**config.mk**
```make
export PLATFORM = sky130hd
export DESIGN_NAME = alu_host_adapter
export DESIGN_NICKNAME = d
export VERILOG_FILES = /design/src/rtl/alu_host_adapter.sv
export SDC_FILE = /design/constraint.sdc
export NUM_CORES = 1
export LEC_CHECK = 0
export BUFFER_PORTS_ARGS = -buffer_cell sky130_fd_sc_hd__buf_2
export CORE_MARGIN = 1
export CORE_UTILIZATION = 38
export DETAILED_ROUTE_END_ITERATION = 6
export PLACE_DENSITY_LB_ADDON = 0.15
export SLEW_MARGIN = 20
export SYNTH_ARGS = -nofsm -noshare
export SYNTH_HDL_FRONTEND = slang
export SYNTH_SLANG_ARGS = --single-unit
```
**constraint.sdc**
```tcl
create_clock -name clk -period 2.12 [get_ports clk]
set_input_delay 0.318 -clock clk [delete_from_list [all_inputs] [get_ports clk]]
set_output_delay 0.318 -clock clk [all_outputs]
set_load 0.005 [all_outputs]
```
**src/rtl/alu_host_adapter.sv**
```systemverilog
// Host-side initiator for the chunked multi-cycle ALU: serializes a full-width
// request into operand beats, reassembles result beats, returns one response.
module alu_host_adapter #(
  parameter int unsigned OPERAND_BUS_WIDTH      = 8,
  parameter int unsigned OPERAND_MAX_DATA_WIDTH = 32,
  parameter int unsigned RESULT_BUS_WIDTH       = 16,
  parameter int unsigned RESULT_MAX_DATA_WIDTH  = 64,
  parameter int unsigned TIMEOUT_CYCLES         = 64
) (
  input  logic                                                  clk,
  input  logic                                                  rst,
  input  logic                                                  req_valid,
  output logic                                                  req_ready,
  input  logic [2:0]                                            req_op,
  input  logic [OPERAND_MAX_DATA_WIDTH-1:0]                     req_a,
  input  logic [OPERAND_MAX_DATA_WIDTH-1:0]                     req_b,
  output logic                                                  operand_valid,
  output logic [2:0]                                            op,
  output logic [OPERAND_BUS_WIDTH-1:0]                          a,
  output logic [OPERAND_BUS_WIDTH-1:0]                          b,
  output logic                                                  operand_last,
  input  logic                                                  ready,
  input  logic                                                  result_valid,
  input  logic [RESULT_BUS_WIDTH-1:0]                           result,
  input  logic                                                  result_last,
  input  logic                                                  result_rst,
  output logic                                                  rsp_valid,
  input  logic                                                  rsp_ready,
  output logic [RESULT_MAX_DATA_WIDTH-1:0]                      rsp_result,
  output logic [$clog2(RESULT_MAX_DATA_WIDTH/RESULT_BUS_WIDTH):0] rsp_beats,
  output logic                                                  rsp_err
);

  localparam int unsigned OP_BEATS  = OPERAND_MAX_DATA_WIDTH / OPERAND_BUS_WIDTH;
  localparam int unsigned RES_BEATS = RESULT_MAX_DATA_WIDTH / RESULT_BUS_WIDTH;
  localparam int unsigned IDX_W     = (OP_BEATS > 1) ? $clog2(OP_BEATS) : 1;
  localparam int unsigned CNT_W     = $clog2(RES_BEATS) + 1;
  localparam int unsigned WD_W      = $clog2(TIMEOUT_CYCLES) + 1;

  localparam logic [2:0] OP_NOP = 3'b000;
  localparam logic [2:0] OP_RST = 3'b111;

  typedef enum logic [1:0] {IDLE, SEND, COLLECT, RESPOND} state_t;

  state_t                            state_q, state_d;
  logic [OPERAND_MAX_DATA_WIDTH-1:0] a_q, b_q, ab_or;
  logic [IDX_W-1:0]                  beat_idx, last_idx, req_last;
  logic [WD_W-1:0]                   wd_q;
  logic                              wd_expired;

  // Last beat index is the highest non-zero operand chunk of either operand.
  always_comb begin
    ab_or    = req_a | req_b;
    req_last = '0;
    for (int unsigned i = 1; i < OP_BEATS; i++)
      if (ab_or[i*OPERAND_BUS_WIDTH +: OPERAND_BUS_WIDTH] != '0) req_last = IDX_W'(i);
  end

  always_comb wd_expired = (wd_q == WD_W'(TIMEOUT_CYCLES - 1));

  always_ff @(posedge clk or negedge rst) begin
    if (!rst) state_q <= IDLE;
    else      state_q <= state_d;
  end

  always_comb begin
    state_d = state_q;
    case (state_q)
      IDLE:    if (req_valid) state_d = SEND;
      SEND:    if (ready && (beat_idx == last_idx)) state_d = (op == OP_NOP) ? RESPOND : COLLECT;
      COLLECT: if (result_rst || (result_valid && result_last) || (!result_valid && wd_expired))
                 state_d = RESPOND;
      RESPOND: if (rsp_ready) state_d = IDLE;
      default: state_d = IDLE;
    endcase
  end

  always_comb begin
    req_ready     = (state_q == IDLE) && rst;
    operand_valid = (state_q == SEND);
    operand_last  = (state_q == SEND) && (beat_idx == last_idx);
    rsp_valid     = (state_q == RESPOND);
    a = '0;
    b = '0;
    if (state_q == SEND) begin
      for (int unsigned i = 0; i < OP_BEATS; i++) begin
        if (beat_idx == IDX_W'(i)) begin
          a = a_q[i*OPERAND_BUS_WIDTH +: OPERAND_BUS_WIDTH];
          b = b_q[i*OPERAND_BUS_WIDTH +: OPERAND_BUS_WIDTH];
        end
      end
    end
  end

  always_ff @(posedge clk or negedge rst) begin
    if (!rst) begin
      op         <= '0;
      a_q        <= '0;
      b_q        <= '0;
      beat_idx   <= '0;
      last_idx   <= '0;
      wd_q       <= '0;
      rsp_result <= '0;
      rsp_beats  <= '0;
      rsp_err    <= 1'b0;
    end else begin
      case (state_q)
        IDLE: if (req_valid) begin
          op         <= req_op;
          beat_idx   <= '0;
          rsp_result <= '0;
          rsp_beats  <= '0;
          rsp_err    <= 1'b0;
          // nop and reset carry no operand data: a single all-zero beat
          if (req_op == OP_NOP || req_op == OP_RST) begin
            a_q      <= '0;
            b_q      <= '0;
            last_idx <= '0;
          end else begin
            a_q      <= req_a;
            b_q      <= req_b;
            last_idx <= req_last;
          end
        end
        SEND: if (ready) begin
          beat_idx <= beat_idx + IDX_W'(1);
          wd_q     <= '0;
        end
        COLLECT: begin
          if (result_rst) begin
            if (op == OP_RST) begin
              rsp_result <= '0;
              rsp_err    <= 1'b0;
            end else begin
              rsp_err <= 1'b1;
            end
          end else if (result_valid) begin
            wd_q <= '0;
            if (rsp_beats < CNT_W'(RES_BEATS)) begin
              for (int unsigned i = 0; i < RES_BEATS; i++)
                if (rsp_beats == CNT_W'(i))
                  rsp_result[i*RESULT_BUS_WIDTH +: RESULT_BUS_WIDTH] <= result;
              rsp_beats <= rsp_beats + CNT_W'(1);
            end else begin
              rsp_err <= 1'b1;
            end
          end else if (wd_expired) begin
            rsp_err <= 1'b1;
          end else begin
            wd_q <= wd_q + WD_W'(1);
          end
        end
        RESPOND: if (rsp_ready) begin
          rsp_result <= '0;
          rsp_beats  <= '0;
          rsp_err    <= 1'b0;
        end
        default: ;
      endcase
    end
  end

endmodule

```
==> results.md <==
- Total track usage: 21.5%
- CTS tree: yes
- Max-cap violations: 0
- RSZ-0062 raised after global routing: true
- Yosys warning total: 0
- Initial antenna violation count: 6
- Worst-Margin Slew: 0.793 ns
- Crit-path cells: inv_4 -> ha_4 -> nor2b_4 -> buf_6 -> a221oi_4 -> a211o_1 -> a21boi_2 -> buf_2
- Final Max Tran Viols: 0
- Detailed-route via count: 5409
- Synthesized area: 6790 um2
- Port-buffer cells: 181
- Min cycle time layout: 2.42 ns
- Row count: 48
- Post-synth EDFFs: 0
- Fin worst setup slack: -0.299 ns
- Routability congestion estimate: 0.879
- Syn Area/Cell: 12.4 um2
- # setup viols final: 16
- First-pass GRT wire length: 30100 um
- Worst IR drop on VDD: 0.727 mV
- Reg power frac: 33.3%
- Failing checks: negative setup slack
- Leak: 0.00456 uW
- CP endpoint kind: primary output
- Congestion Overflow GR: 0
- H-tree levels: 4
- Die area: 18400 um2
- Final Hold Fails: 0
- Chip width: 136 um
- Net count after synthesis: 655
- Clk slew on worst S/H paths: 0.06 ns
- DRC: 0
- Arr. time, crit path: 2.10 ns
- Area grow syn2layout: 34.0%
- Total CTS buffers: 17
- Total wire length: 19300 um
- Layout cell share with drive strength beyond 1: 47.6%
- Via-to-Cell Ratio: 5.44
- Seq/Total Area, Yosys: 54.5%
- Setup Crit Path Kind: flop to primary output
- Clock power share: 19.9%
- Synth unique cells: 49
- Combinational power share: 46.8%
- HPWL after detailed placement: 13000 um
- Net Sw Power: 5220 uW
- WL/cell: 19.5 um
- Req. time, crit path: 1.80 ns
- Initial DRC Count: 260
- Setup TNS Final: -3.66 ns
- First-pass iteration count of the detailed router: 4
- Worst slack, placed: -0.127 ns
- CTS Sinks: 148
- Clock skew: 0.00780 ns
- Post-CTS Hold Fix Bufs: 0
- Initial Util: 39.1%
- Largest net degree at the start of global routing: 149
- P_int: 9320 uW
- Upper clock frequency limit: 413 MHz
- Worst skew pair latency: 0.42 ns
- Power density over the cells: 1600 nW/um2
- Synth Flop Type: dfrtp_1
- Post-route ant nets: 0
- Switching Fraction: 35.9%
- #FFs+latches synth: 148
- Longest Clk Path Bufs: 2
- Die height: 136 um
- Hold WC Path Type: input pin to async pin
- Slew HR: 47.2%
- Clk root buf: clkbuf_16
- Final worst path period share: 114%
- CP startpoint kind: flop
- Final #Nets: 858
- Outcome: finished, violations left
- CP peak stage delay: 0.45 ns
- Max Fanout on Critical Path: 6
- Ys async rst share: 100%
- Ports: 182
- Mapped Cells: 549
- Slowest cell on crit path: dfrtp_2
- Vias in the first global route: 5610
- Core ar.: 17400 um2
-- registers in the layout (all words and copies together) (netlist names) --
name        cells
state_q         2
rsp_beats       3
last_idx        2
a_q            32
b_q            32
rsp_err         1
op              3
beat_idx        2
wd_q            7
rsp_result     64
-- per-layer routing --
| metal | wire length [um] | up-vias | GRT usage, % |
|---|---|---|---|
| met5 | 27 | - | 0 |
| met4 | 438 | 4 | 8.68 |
| met3 | 1430 | 35 | 7.52 |
| met2 | 9070 | 182 | 33.9 |
| met1 | 8380 | 2738 | 26.9 |
| li1 | - | 2450 | - |
-- per-stage QoR --
stage          total power (uW)  hold WS [ns]  cells  cell area [um2]  utilization (%)
2_1_floorplan              8300        0.0224    549             6800                -
3_3_place_gp              10700         0.486    944             8130             46.8
3_5_place_dp              10800         0.490    944             8130             46.8
4_1_cts                   14300        0.0747    982             8910             51.4
5_1_grt                   15400        0.0719    994             9110             52.5
6_report                  14500        0.0221    994             9110             52.5
-- path summary, 6_finish.rpt --
| path | start | endpoint | slack (ns) | cells after the start |
|---|---|---|---|---|
| min in group clk | req_a[2] | a_q[2] | 0.11 | 2 |
| setup reg to reg | state_q[0] | rsp_result[9] | 0.02 | 7 |
| hold / removal | rst | op[0] | 0.02 | 2 |
| hold reg to reg | a_q[16] | a_q[16] | 0.50 | 1 |
| setup / recovery | beat_idx[0] | b[0] | -0.30 | 8 |
| max in group asynchronous | rst | beat_idx[0] | 1.50 | 2 |
-- timing repair --
action | 4_1_cts | 5_1_grt
resized for setup | 52 | 21
setup endpoints to repair | 39 | 81
buffers inserted | 4 | 6
cloned | 2 | 2
pin swaps | 34 | 3
hold endpoints to repair | 0 | 0
-- cell families after synthesis --
kind of cell | Yosys count | synth area share [%]
adder cells (fa/ha/maj) | 15 | 2.76
flip-flops | 148 | 54.5
buffers and inverters | 60 | 3.70
XOR/XNOR | 2 | 0.258
AND/OR/NAND/NOR | 102 | 8.56
AO/OA/AOI/OAI | 148 | 18.0
multiplexers | 74 | 12.2
-- cell usage in the layout, fill, tap and decap left out, types with 12 or more instances in the layout --
cell / instances
nor4_1: 12
a22o_1: 68
dfrtp_1: 146
nand2_1: 23
mux2_2: 68
buf_4: 18
clkbuf_16: 19
inv_1: 23
a211o_1: 17
buf_2: 180
and2_1: 19
-- critical path, delay by kind of cell, from the launching register on --
kind / cells / cell delay, ns
simple gates: 1 / 0.19
fa+ha+maj: 1 / 0.13
buf+inv: 3 / 0.41
flops: 1 / 0.45
compound gates: 3 / 0.52
-- cells in the mapped netlist (all sizes together), types with 3 or more instances --
cell	instances	area [um2]
nor2b	6	45.0
nor2	3	11.3
nand2b	5	31.3
a22o	68	596
mux2	69	777
a211oi	4	30.0
nor4	12	75.1
o21ai	9	45.0
nand4	5	31.3
a221oi	15	131
inv	27	101
mux2i	5	50.1
a21o	4	30.0
a21boi	16	120
clkbuf	23	86.3
ha	15	188
and2	20	128
nand3	5	25.0
a211o	17	149
buf	10	63.8
a21oi	5	25.0
nand2	27	109
dfrtp	148	3700
nor3	7	35.0
-- final cells by class --
class / instances / area (um2)
Fill cell: 1521 / 8250
Sequential cell: 148 / 3710
Multi-Input combinational cell: 341 / 3060
Timing Repair Buffer: 217 / 1390
Clock buffer: 21 / 470
Tap cell: 225 / 282
Inverter: 27 / 104
Clock inverter: 11 / 91.3
Antenna cell: 4 / 10.0
-- power groups by stage --
stage                     registers [uW]  logic (uW)  clock network, uW
after floorplan                     4690        3610                  0
after detailed placement            4800        6030                  0
after CTS                           4810        6510               2960
after global routing                5000        7350               3070
final                               4840        6810               2890
after global placement              4750        5930                  0
No activity file was read; power rests on OpenSTA's default activity.
